[src/rtl/fpga_uram_arb_pkg.sv]
// Shared types and defaults for the two-requester URAM port-A arbiter.
// State encodings match the CLEAR/RUN values used by the rest of the memory subsystem.
package fpga_uram_arb_pkg;

    localparam int DefDataWidth = 64;
    localparam int DefAddrWidth = 12;
    localparam int IdWidth      = 1;

    typedef enum logic {
        FPGA_URAM_ARB_CLEAR = 1'b0,
        FPGA_URAM_ARB_RUN   = 1'b1
    } arbState_e;

    typedef logic [IdWidth-1:0] reqId_t;

    // With two requesters, the "other" requester is simply the inverted ID.
    function automatic reqId_t otherId(input reqId_t id);
        return ~id;
    endfunction

endpackage

[src/rtl/fpga_uram_arb_rr.sv]
// Two-way round-robin grant: combinational grant from eligibility, 1-bit pointer that
// moves to the non-granted requester whenever a grant is taken.
module fpga_uram_arb_rr
    import fpga_uram_arb_pkg::*;
(
    input  logic       Clk,
    input  logic       Rst,
    input  logic [1:0] Eligible,
    input  logic       Advance,
    output logic [1:0] Grant,
    output reqId_t     GrantId
);

    reqId_t pointer;

    always_comb begin
        Grant   = 2'b00;
        GrantId = '0;
        case (Eligible)
            2'b01: begin
                Grant   = 2'b01;
                GrantId = 1'b0;
            end
            2'b10: begin
                Grant   = 2'b10;
                GrantId = 1'b1;
            end
            2'b11: begin
                Grant   = (pointer == 1'b1) ? 2'b10 : 2'b01;
                GrantId = pointer;
            end
            default: begin
                Grant   = 2'b00;
                GrantId = '0;
            end
        endcase
    end

    // Advance is low while the block is not accepting, so a grant that is not taken
    // leaves the pointer alone.
    always_ff @(posedge Clk or posedge Rst) begin
        if (Rst) begin
            pointer <= '0;
        end else if (Advance && (Eligible != 2'b00)) begin
            pointer <= otherId(GrantId);
        end
    end

endmodule

[src/rtl/fpga_uram_arb.sv]
// Arbiter/sequencer for URAM port A: two valid/ready requesters, one response each,
// 2-cycle accept-to-response latency. FPGA_URAM_ARB_CLR_EN enables the post-reset zero-fill.
module fpga_uram_arb
    import fpga_uram_arb_pkg::*;
#(
    parameter int DATAWIDTH = DefDataWidth,
    parameter int ADDRWIDTH = DefAddrWidth,
    parameter int MEMDEPTH  = 2**ADDRWIDTH
) (
    input  logic                 Clk,
    input  logic                 Rst,
    input  logic                 Req0Valid,
    output logic                 Req0Ready,
    input  logic                 Req0Write,
    input  logic [ADDRWIDTH-1:0] Req0Addr,
    input  logic [DATAWIDTH-1:0] Req0Wdata,
    input  logic                 Req1Valid,
    output logic                 Req1Ready,
    input  logic                 Req1Write,
    input  logic [ADDRWIDTH-1:0] Req1Addr,
    input  logic [DATAWIDTH-1:0] Req1Wdata,
    output logic                 Rsp0Valid,
    input  logic                 Rsp0Ready,
    output logic [DATAWIDTH-1:0] Rsp0Rdata,
    output logic                 Rsp1Valid,
    input  logic                 Rsp1Ready,
    output logic [DATAWIDTH-1:0] Rsp1Rdata,
    output logic [ADDRWIDTH-1:0] MemAddr,
    output logic [DATAWIDTH-1:0] MemDataIn,
    output logic                 MemWriteEnable,
    input  logic [DATAWIDTH-1:0] MemDataOut,
    output logic                 InitDone,
    output arbState_e            DbgState
);

    // Handshakes on both channels: a transfer happens at a posedge where Valid and Ready
    // are both high; the sender keeps Valid and payload stable until then. Ready may
    // depend on Valid.

    if (MEMDEPTH < 1 || MEMDEPTH > 2**ADDRWIDTH) begin : gDepthCheck
        $error("fpga_uram_arb: MEMDEPTH must be in 1..2**ADDRWIDTH");
    end

    arbState_e state;
    logic      busy0;
    logic      busy1;
    logic      s1Valid;
    reqId_t    s1Id;
    logic      s2Valid;
    reqId_t    s2Id;

`ifdef FPGA_URAM_ARB_CLR_EN
    localparam logic [ADDRWIDTH-1:0] LastAddr = ADDRWIDTH'(MEMDEPTH - 1);
    logic [ADDRWIDTH-1:0] clrCnt;
`endif

    logic [1:0] eligible;
    logic [1:0] grant;
    reqId_t     grantId;
    logic       accept;
    logic       rsp0Done;
    logic       rsp1Done;

    logic                 selWrite;
    logic [ADDRWIDTH-1:0] selAddr;
    logic [DATAWIDTH-1:0] selWdata;

    assign eligible = {Req1Valid & ~busy1, Req0Valid & ~busy0};

    fpga_uram_arb_rr uRr (
        .Clk      (Clk),
        .Rst      (Rst),
        .Eligible (eligible),
        .Advance  (InitDone),
        .Grant    (grant),
        .GrantId  (grantId)
    );

    // Grant only ever names an eligible requester, so busy is already folded in.
    assign Req0Ready = InitDone & grant[0];
    assign Req1Ready = InitDone & grant[1];
    assign accept    = Req0Ready | Req1Ready;
    assign rsp0Done  = Rsp0Valid & Rsp0Ready;
    assign rsp1Done  = Rsp1Valid & Rsp1Ready;
    assign DbgState  = state;

    always_comb begin
        selWrite = Req0Write;
        selAddr  = Req0Addr;
        selWdata = Req0Wdata;
        if (grantId == 1'b1) begin
            selWrite = Req1Write;
            selAddr  = Req1Addr;
            selWdata = Req1Wdata;
        end
    end

    // FSM and S1 stage: the RAM port registers are the FSM's registered outputs.
    always_ff @(posedge Clk or posedge Rst) begin
        if (Rst) begin
`ifdef FPGA_URAM_ARB_CLR_EN
            state    <= FPGA_URAM_ARB_CLEAR;
            InitDone <= 1'b0;
            clrCnt   <= '0;
`else
            state    <= FPGA_URAM_ARB_RUN;
            InitDone <= 1'b1;
`endif
            MemAddr        <= '0;
            MemDataIn      <= '0;
            MemWriteEnable <= 1'b0;
            s1Valid        <= 1'b0;
            s1Id           <= '0;
        end else begin
            InitDone       <= (state == FPGA_URAM_ARB_RUN);
            MemWriteEnable <= 1'b0;
            s1Valid        <= 1'b0;
            case (state)
                FPGA_URAM_ARB_CLEAR: begin
`ifdef FPGA_URAM_ARB_CLR_EN
                    MemWriteEnable <= 1'b1;
                    MemAddr        <= clrCnt;
                    MemDataIn      <= '0;
                    clrCnt         <= clrCnt + 1'b1;
                    if (clrCnt == LastAddr) begin
                        state <= FPGA_URAM_ARB_RUN;
                    end
`else
                    state <= FPGA_URAM_ARB_RUN;
`endif
                end
                FPGA_URAM_ARB_RUN: begin
                    if (accept) begin
                        MemAddr        <= selAddr;
                        MemDataIn      <= selWdata;
                        MemWriteEnable <= selWrite;
                        s1Valid        <= 1'b1;
                        s1Id           <= grantId;
                    end
                end
                default: state <= FPGA_URAM_ARB_RUN;
            endcase
        end
    end

    // S2 lines up with the RAM's registered read data.
    always_ff @(posedge Clk or posedge Rst) begin
        if (Rst) begin
            s2Valid <= 1'b0;
            s2Id    <= '0;
        end else begin
            s2Valid <= s1Valid;
            s2Id    <= s1Id;
        end
    end

    // A requester cannot be accepted while busy, so set and clear never coincide.
    always_ff @(posedge Clk or posedge Rst) begin
        if (Rst) begin
            busy0 <= 1'b0;
            busy1 <= 1'b0;
        end else begin
            if (Req0Ready) begin
                busy0 <= 1'b1;
            end else if (rsp0Done) begin
                busy0 <= 1'b0;
            end
            if (Req1Ready) begin
                busy1 <= 1'b1;
            end else if (rsp1Done) begin
                busy1 <= 1'b0;
            end
        end
    end

    // Busy keeps the slot empty until its response is consumed, so a load never overwrites.
    always_ff @(posedge Clk or posedge Rst) begin
        if (Rst) begin
            Rsp0Valid <= 1'b0;
            Rsp0Rdata <= '0;
            Rsp1Valid <= 1'b0;
            Rsp1Rdata <= '0;
        end else begin
            if (s2Valid && (s2Id == 1'b0)) begin
                Rsp0Valid <= 1'b1;
                Rsp0Rdata <= MemDataOut;
            end else if (rsp0Done) begin
                Rsp0Valid <= 1'b0;
            end
            if (s2Valid && (s2Id == 1'b1)) begin
                Rsp1Valid <= 1'b1;
                Rsp1Rdata <= MemDataOut;
            end else if (rsp1Done) begin
                Rsp1Valid <= 1'b0;
            end
        end
    end

endmodule

[config.mk]
export PLATFORM = sky130hd
export DESIGN_NAME = fpga_uram_arb
export DESIGN_NICKNAME = d
export VERILOG_FILES = /design/src/rtl/fpga_uram_arb_pkg.sv /design/src/rtl/fpga_uram_arb_rr.sv /design/src/rtl/fpga_uram_arb.sv
export SDC_FILE = /design/constraint.sdc
export NUM_CORES = 1
export LEC_CHECK = 0
export BUFFER_PORTS_ARGS = -buffer_cell sky130_fd_sc_hd__buf_2
export CAP_MARGIN = 20
export CORE_AREA = 2 2 167 169
export CTS_BUF_LIST = sky130_fd_sc_hd__clkbuf_8
export CTS_CLUSTER_DIAMETER = 200
export DETAILED_ROUTE_END_ITERATION = 12
export DIE_AREA = 0 0 169 171
export PLACE_DENSITY = 0.67
export SLEW_MARGIN = 20
export SYNTH_ARGS = -nofsm -noshare
export SYNTH_HDL_FRONTEND = slang
export SYNTH_SLANG_ARGS = --single-unit
[constraint.sdc]
create_clock -name Clk -period 16.9 [get_ports Clk]
set_input_delay 1.69 -clock Clk [delete_from_list [all_inputs] [get_ports Clk]]
set_output_delay 1.69 -clock Clk [all_outputs]
set_load 0.01 [all_outputs]
# == Yosys cells after proc, flatten, opt, wreduce, memory -nomap -nowiden ==
# Cells that the tools add are included.
# totals
ff_bits,214
inputBits,224
# classes
bitwise,9
reduce_logical,7
muxes,14
n_eq_ne,3
# ops
op,count
two-way mux 64 bit,1
two-way mux 12 bit,1
nonzero test 2 bit,5
two-way mux 1 bit,9
case mux 2 bit (3 select lines),1
AND 1 bit,4
"== test 2 bit, second input constant",2
inverter 1 bit,4
"== test 2 x 1 -> 1 bit, second input constant",1
logical AND 1 bit,2
two-way mux 2 bit,1
case mux 1 bit (2 select lines),1
bitwise OR 1 bit,1

# == Depth between registers and ports, before layout ==
# depth
word_depth,6
mapped_depth,6
depth_no_buf,4

# == Hierarchy ==
# From an unflattened synthesis, not the netlist that was laid out.
# unflattened
hier_cells,647
hier_area_um2,9013.6
# by_module_without_submodules
module,area_each_um2,cells_per_inst,instances
fpga_uram_arb,8947.3,639,1
fpga_uram_arb_rr,66.3,8,1

# == Worst setup path before layout ==
# Ideal clock, no wire load.
# synth_timing
kind,input to output
start,input Req1Valid
end,output Req0Ready
path_slack_ns,12.888
t_arrival_ns,2.322
path_stages,4
cell_sequence,nor2b_4 -> a21o_2 -> inv_2 -> buf_2
# synth_via
elab_chain_cells,3
# synth_rtl
item,line,text
start: declaration,fpga_uram_arb.sv:17,"input logic Req1Valid,"
AND 1 bit *,fpga_uram_arb.sv:68,"assign eligible = {Req1Valid & ~busy1, Req0Valid & ~busy0};"
== test 2 bit or == test 2 x 1 -> 1 bit (tied branches),fpga_uram_arb_rr.sv:19,case (Eligible)
case mux 2 bit (3 select lines) *,fpga_uram_arb_rr.sv:19,
end: declaration,fpga_uram_arb.sv:13,"output logic Req0Ready,"
# Every way passes the cells marked *; elsewhere a longest branch is shown, timed or not.

# == Worst setup path after layout ==
# layout_timing
start,input Req0Valid
end,output Req1Ready
# layout_via
elab_chain_cells,3
# layout_rtl
item,line,text
start: declaration,fpga_uram_arb.sv:12,"input logic Req0Valid,"
AND 1 bit *,fpga_uram_arb.sv:68,
== test 2 bit or == test 2 x 1 -> 1 bit (tied branches),fpga_uram_arb_rr.sv:19,
case mux 2 bit (3 select lines) *,fpga_uram_arb_rr.sv:19,
end: declaration,fpga_uram_arb.sv:18,"output logic Req1Ready,"
# Marked as above.

==> results_dict.tcl <==
set metrics [dict create \
    cp-start-kind "input port" \
    num_vias 6675 \
    hold_violations 0 \
    cts_root_buf "clkbuf_8" \
    io_buffers 432 \
    synth_cells 569 \
    finish.utilization 0.4259 \
    clock_path_buffers 3 \
    setup_tns_ns 0 \
    syn_area_sq_um 8493 \
    syn2layout_area_growth_pct 37.01 \
    fin_crit_ns 4.813 \
    ant_nets 0 \
    dpl.hpwl_um 18580 \
    r2r_start "busy0" \
    final-setup-viol-count 0 \
    drc 0 \
    drive_gt1_frac 0.6229 \
    fin_cells 1369 \
    dieHeight_um 171 \
    outcome "finished clean" \
    crit_chain "buf_2 -> nand2b_4 -> o21ai_4 -> inv_4 -> buf_2" \
    cts_tree "done" \
    dieArea_sq_um 28900 \
    ys_types 29 \
    yosysSeqAreaShare 0.6305 \
    grt_pass1_vias 6631 \
    routed_via_density 4.876 \
    pwr_density_cell_nw_per_um2 201.6 \
    synth_edf_count 0 \
    nFillCells 2601 \
    min_path_type "reg -> reg" \
    critical-path-max-stage-delay_ns 0.54 \
    hold_buffers 0 \
    dr.pass1.iters 4 \
    reg2reg_to "MemDataIn[4]" \
    crit_type "in -> out" \
    hold_slack_ns 0.3490 \
    grt_pass1_wl_um 38140 \
    place_congestion 0.8061 \
    synthArstFlopShare 1.000 \
    clk-insertion-delay-late_ns 0.51 \
    drtIter0Drc 364 \
    cpMostUsedCell "buf_2" \
    cts_resized 0 \
    wl_per_cell_um 19.09 \
    die_w_um 169 \
    yosys_warnings 0 \
    worst_path_max_delay_cell "nand2b_4" \
    postCtsSetupBuffers 0 \
    initial_utilization 0.3108 \
    endpoint "Req1Ready" \
    clkTransAtPathRegs_ns 0.05 \
    ir_drop_mv 0.08736 \
    multiInputGateArea_sq_um 2864 \
    grt_antenna_before_repair 3 \
    worst_ep_arrival_time_ns 3.12 \
    wl_um 26140 \
    tightest_slew_ns 0.9199 \
    pin_count 435 \
    nets 1224 \
    rsz0062_at_grt "no" \
    cp.required_ns 15.21 \
    worstSetupEndpointType "primary output" \
    placed_area_sq_um 10890 \
    finish.instance_area_sq_um 11640 \
    rr_worst_depth 6 \
    grtUsageTotal 0.1708 \
    grt_max_degree 87 \
    period_share 0.2848 \
    rows 61 \
    cts.sinks 214 \
    htree_levels 2 \
    gr-total-overflow 0 \
    ys_ff_latch 214 \
    synthFlopType "dfrtp_1" \
    relSlewSlack 0.3867 \
    core_area_sq_um 27320 \
    synth.avg_cell_area_sq_um 14.93 \
    finalMaxSlewViolations 0 \
    critPathMaxFanout 74 \
    cap_violations 0 \
    p_leak_nw 6.005 \
    r2r_slack_ns 14.24 \
    seqCellArea_sq_um 5355 \
    cp-startpoint "Req0Valid" \
    clock_skew_ns 0.01014 \
    cts_buffers 36 \
    fmax_mhz 207.8 \
    dp.cells 1308 \
]
## cell usage in the layout (no fill, tap or decap)
cell type,instances
inv_1,14
nand2_1,7
buf_2,432
inv_2,1
nor3b_1,1
o21ai_0,1
dfrtp_1,214
inv_6,1
conb_1,2
and3_2,2
and3_1,69
a21o_1,2
a21o_2,1
bufinv_16,3
buf_4,7
diode_2,2
nor2b_4,2
a22o_2,1
or3_1,5
nand2b_4,2
inv_4,1
mux2_2,128
a221o_1,68
a221o_2,3
and2b_2,1
o221a_2,5
inv_8,1
nand2_2,1
clkbuf_8,43
o21ai_4,1
nor2_1,2
## registers in the layout (all words and copies together), names as in the netlist, 12 cells and up
signal / flops
MemDataIn: 64
Rsp1Rdata: 64
Rsp0Rdata: 64
MemAddr: 12
## Yosys cell counts, types with 3 or more instances
master	n	area share
clkbuf_1	18	0.0080
inv_1	3	0.0013
nand2_1	8	0.0035
mux2_2	128	0.17
buf_2	18	0.011
dfrtp_1	214	0.63
and3_1	69	0.051
a221o_1	68	0.080
a221o_2	3	0.0040
o221a_2	5	0.0066
or3_1	5	0.0037
buf_6	9	0.012
## critical path: cells and delay by family
kind / cells / cell delay, ns
buffers and inverters: 3 / 0.70
and+or+nand+nor: 1 / 0.54
AOI/OAI and AO/OA: 1 / 0.17
## kinds of logic (layout without fill, tap and decap cells)
group,count (synthesis),in the layout,share of synthesized area
compound gates,82,82,0.09723
buf+inv,52,503,0.03477
flops,214,214,0.6305
mux,128,128,0.1697
other cells,1,4,0.0004415
simple gates,92,92,0.06732
## layer usage
| metal | vias to the layer above | global-route usage | wire length [um] |
|---|---|---|---|
| li1 | 2997 | - | - |
| met1 | 3267 | 0.1970 | 10030 |
| met2 | 365 | 0.2976 | 13030 |
| met3 | 44 | 0.05991 | 2470 |
| met4 | 2 | 0.05537 | 599 |
| met5 | - | 0 | 11 |
## through the flow
step           power, mW  setup WS [ns]
5_1_grt            2.499          12.01
3_3_place_gp       1.865          12.13
6_report           2.346          12.09
4_1_cts            2.380          12.09
3_5_place_dp       1.889          12.10
2_1_floorplan      1.492          9.359
## report_power, final
group | internal [mW] | leakage [nW] | switching, mW
Sequential | 0.773 | 2.55 | 0.130
Clock | 0.275 | 0.420 | 0.201
Combinational | 0.492 | 3.04 | 0.475
## area by class of cell
type,count,share of cell area
inverters,5,0.002473
clock buffers,43,0.05086
diodes,2,0.0004301
multi-input cells,304,0.2461
repair buffers,439,0.1903
clock inverters,16,0.01237
well taps,346,0.03720
flip-flops and latches,214,0.4602
## worst min path at each step
stage	to	start	slack [ns]	depth (start not counted)
3_5_place_dp	s2Valid	s1Valid	0.34	0
5_1_grt	s2Valid	s1Valid	0.35	0
4_1_cts	s2Valid	s1Valid	0.35	0
3_3_place_gp	s2Valid	s1Valid	0.33	0
6_report	s2Valid	s1Valid	0.35	0
2_1_floorplan	s2Valid	s1Valid	0.33	0
Power figures use the tool's default switching activity.
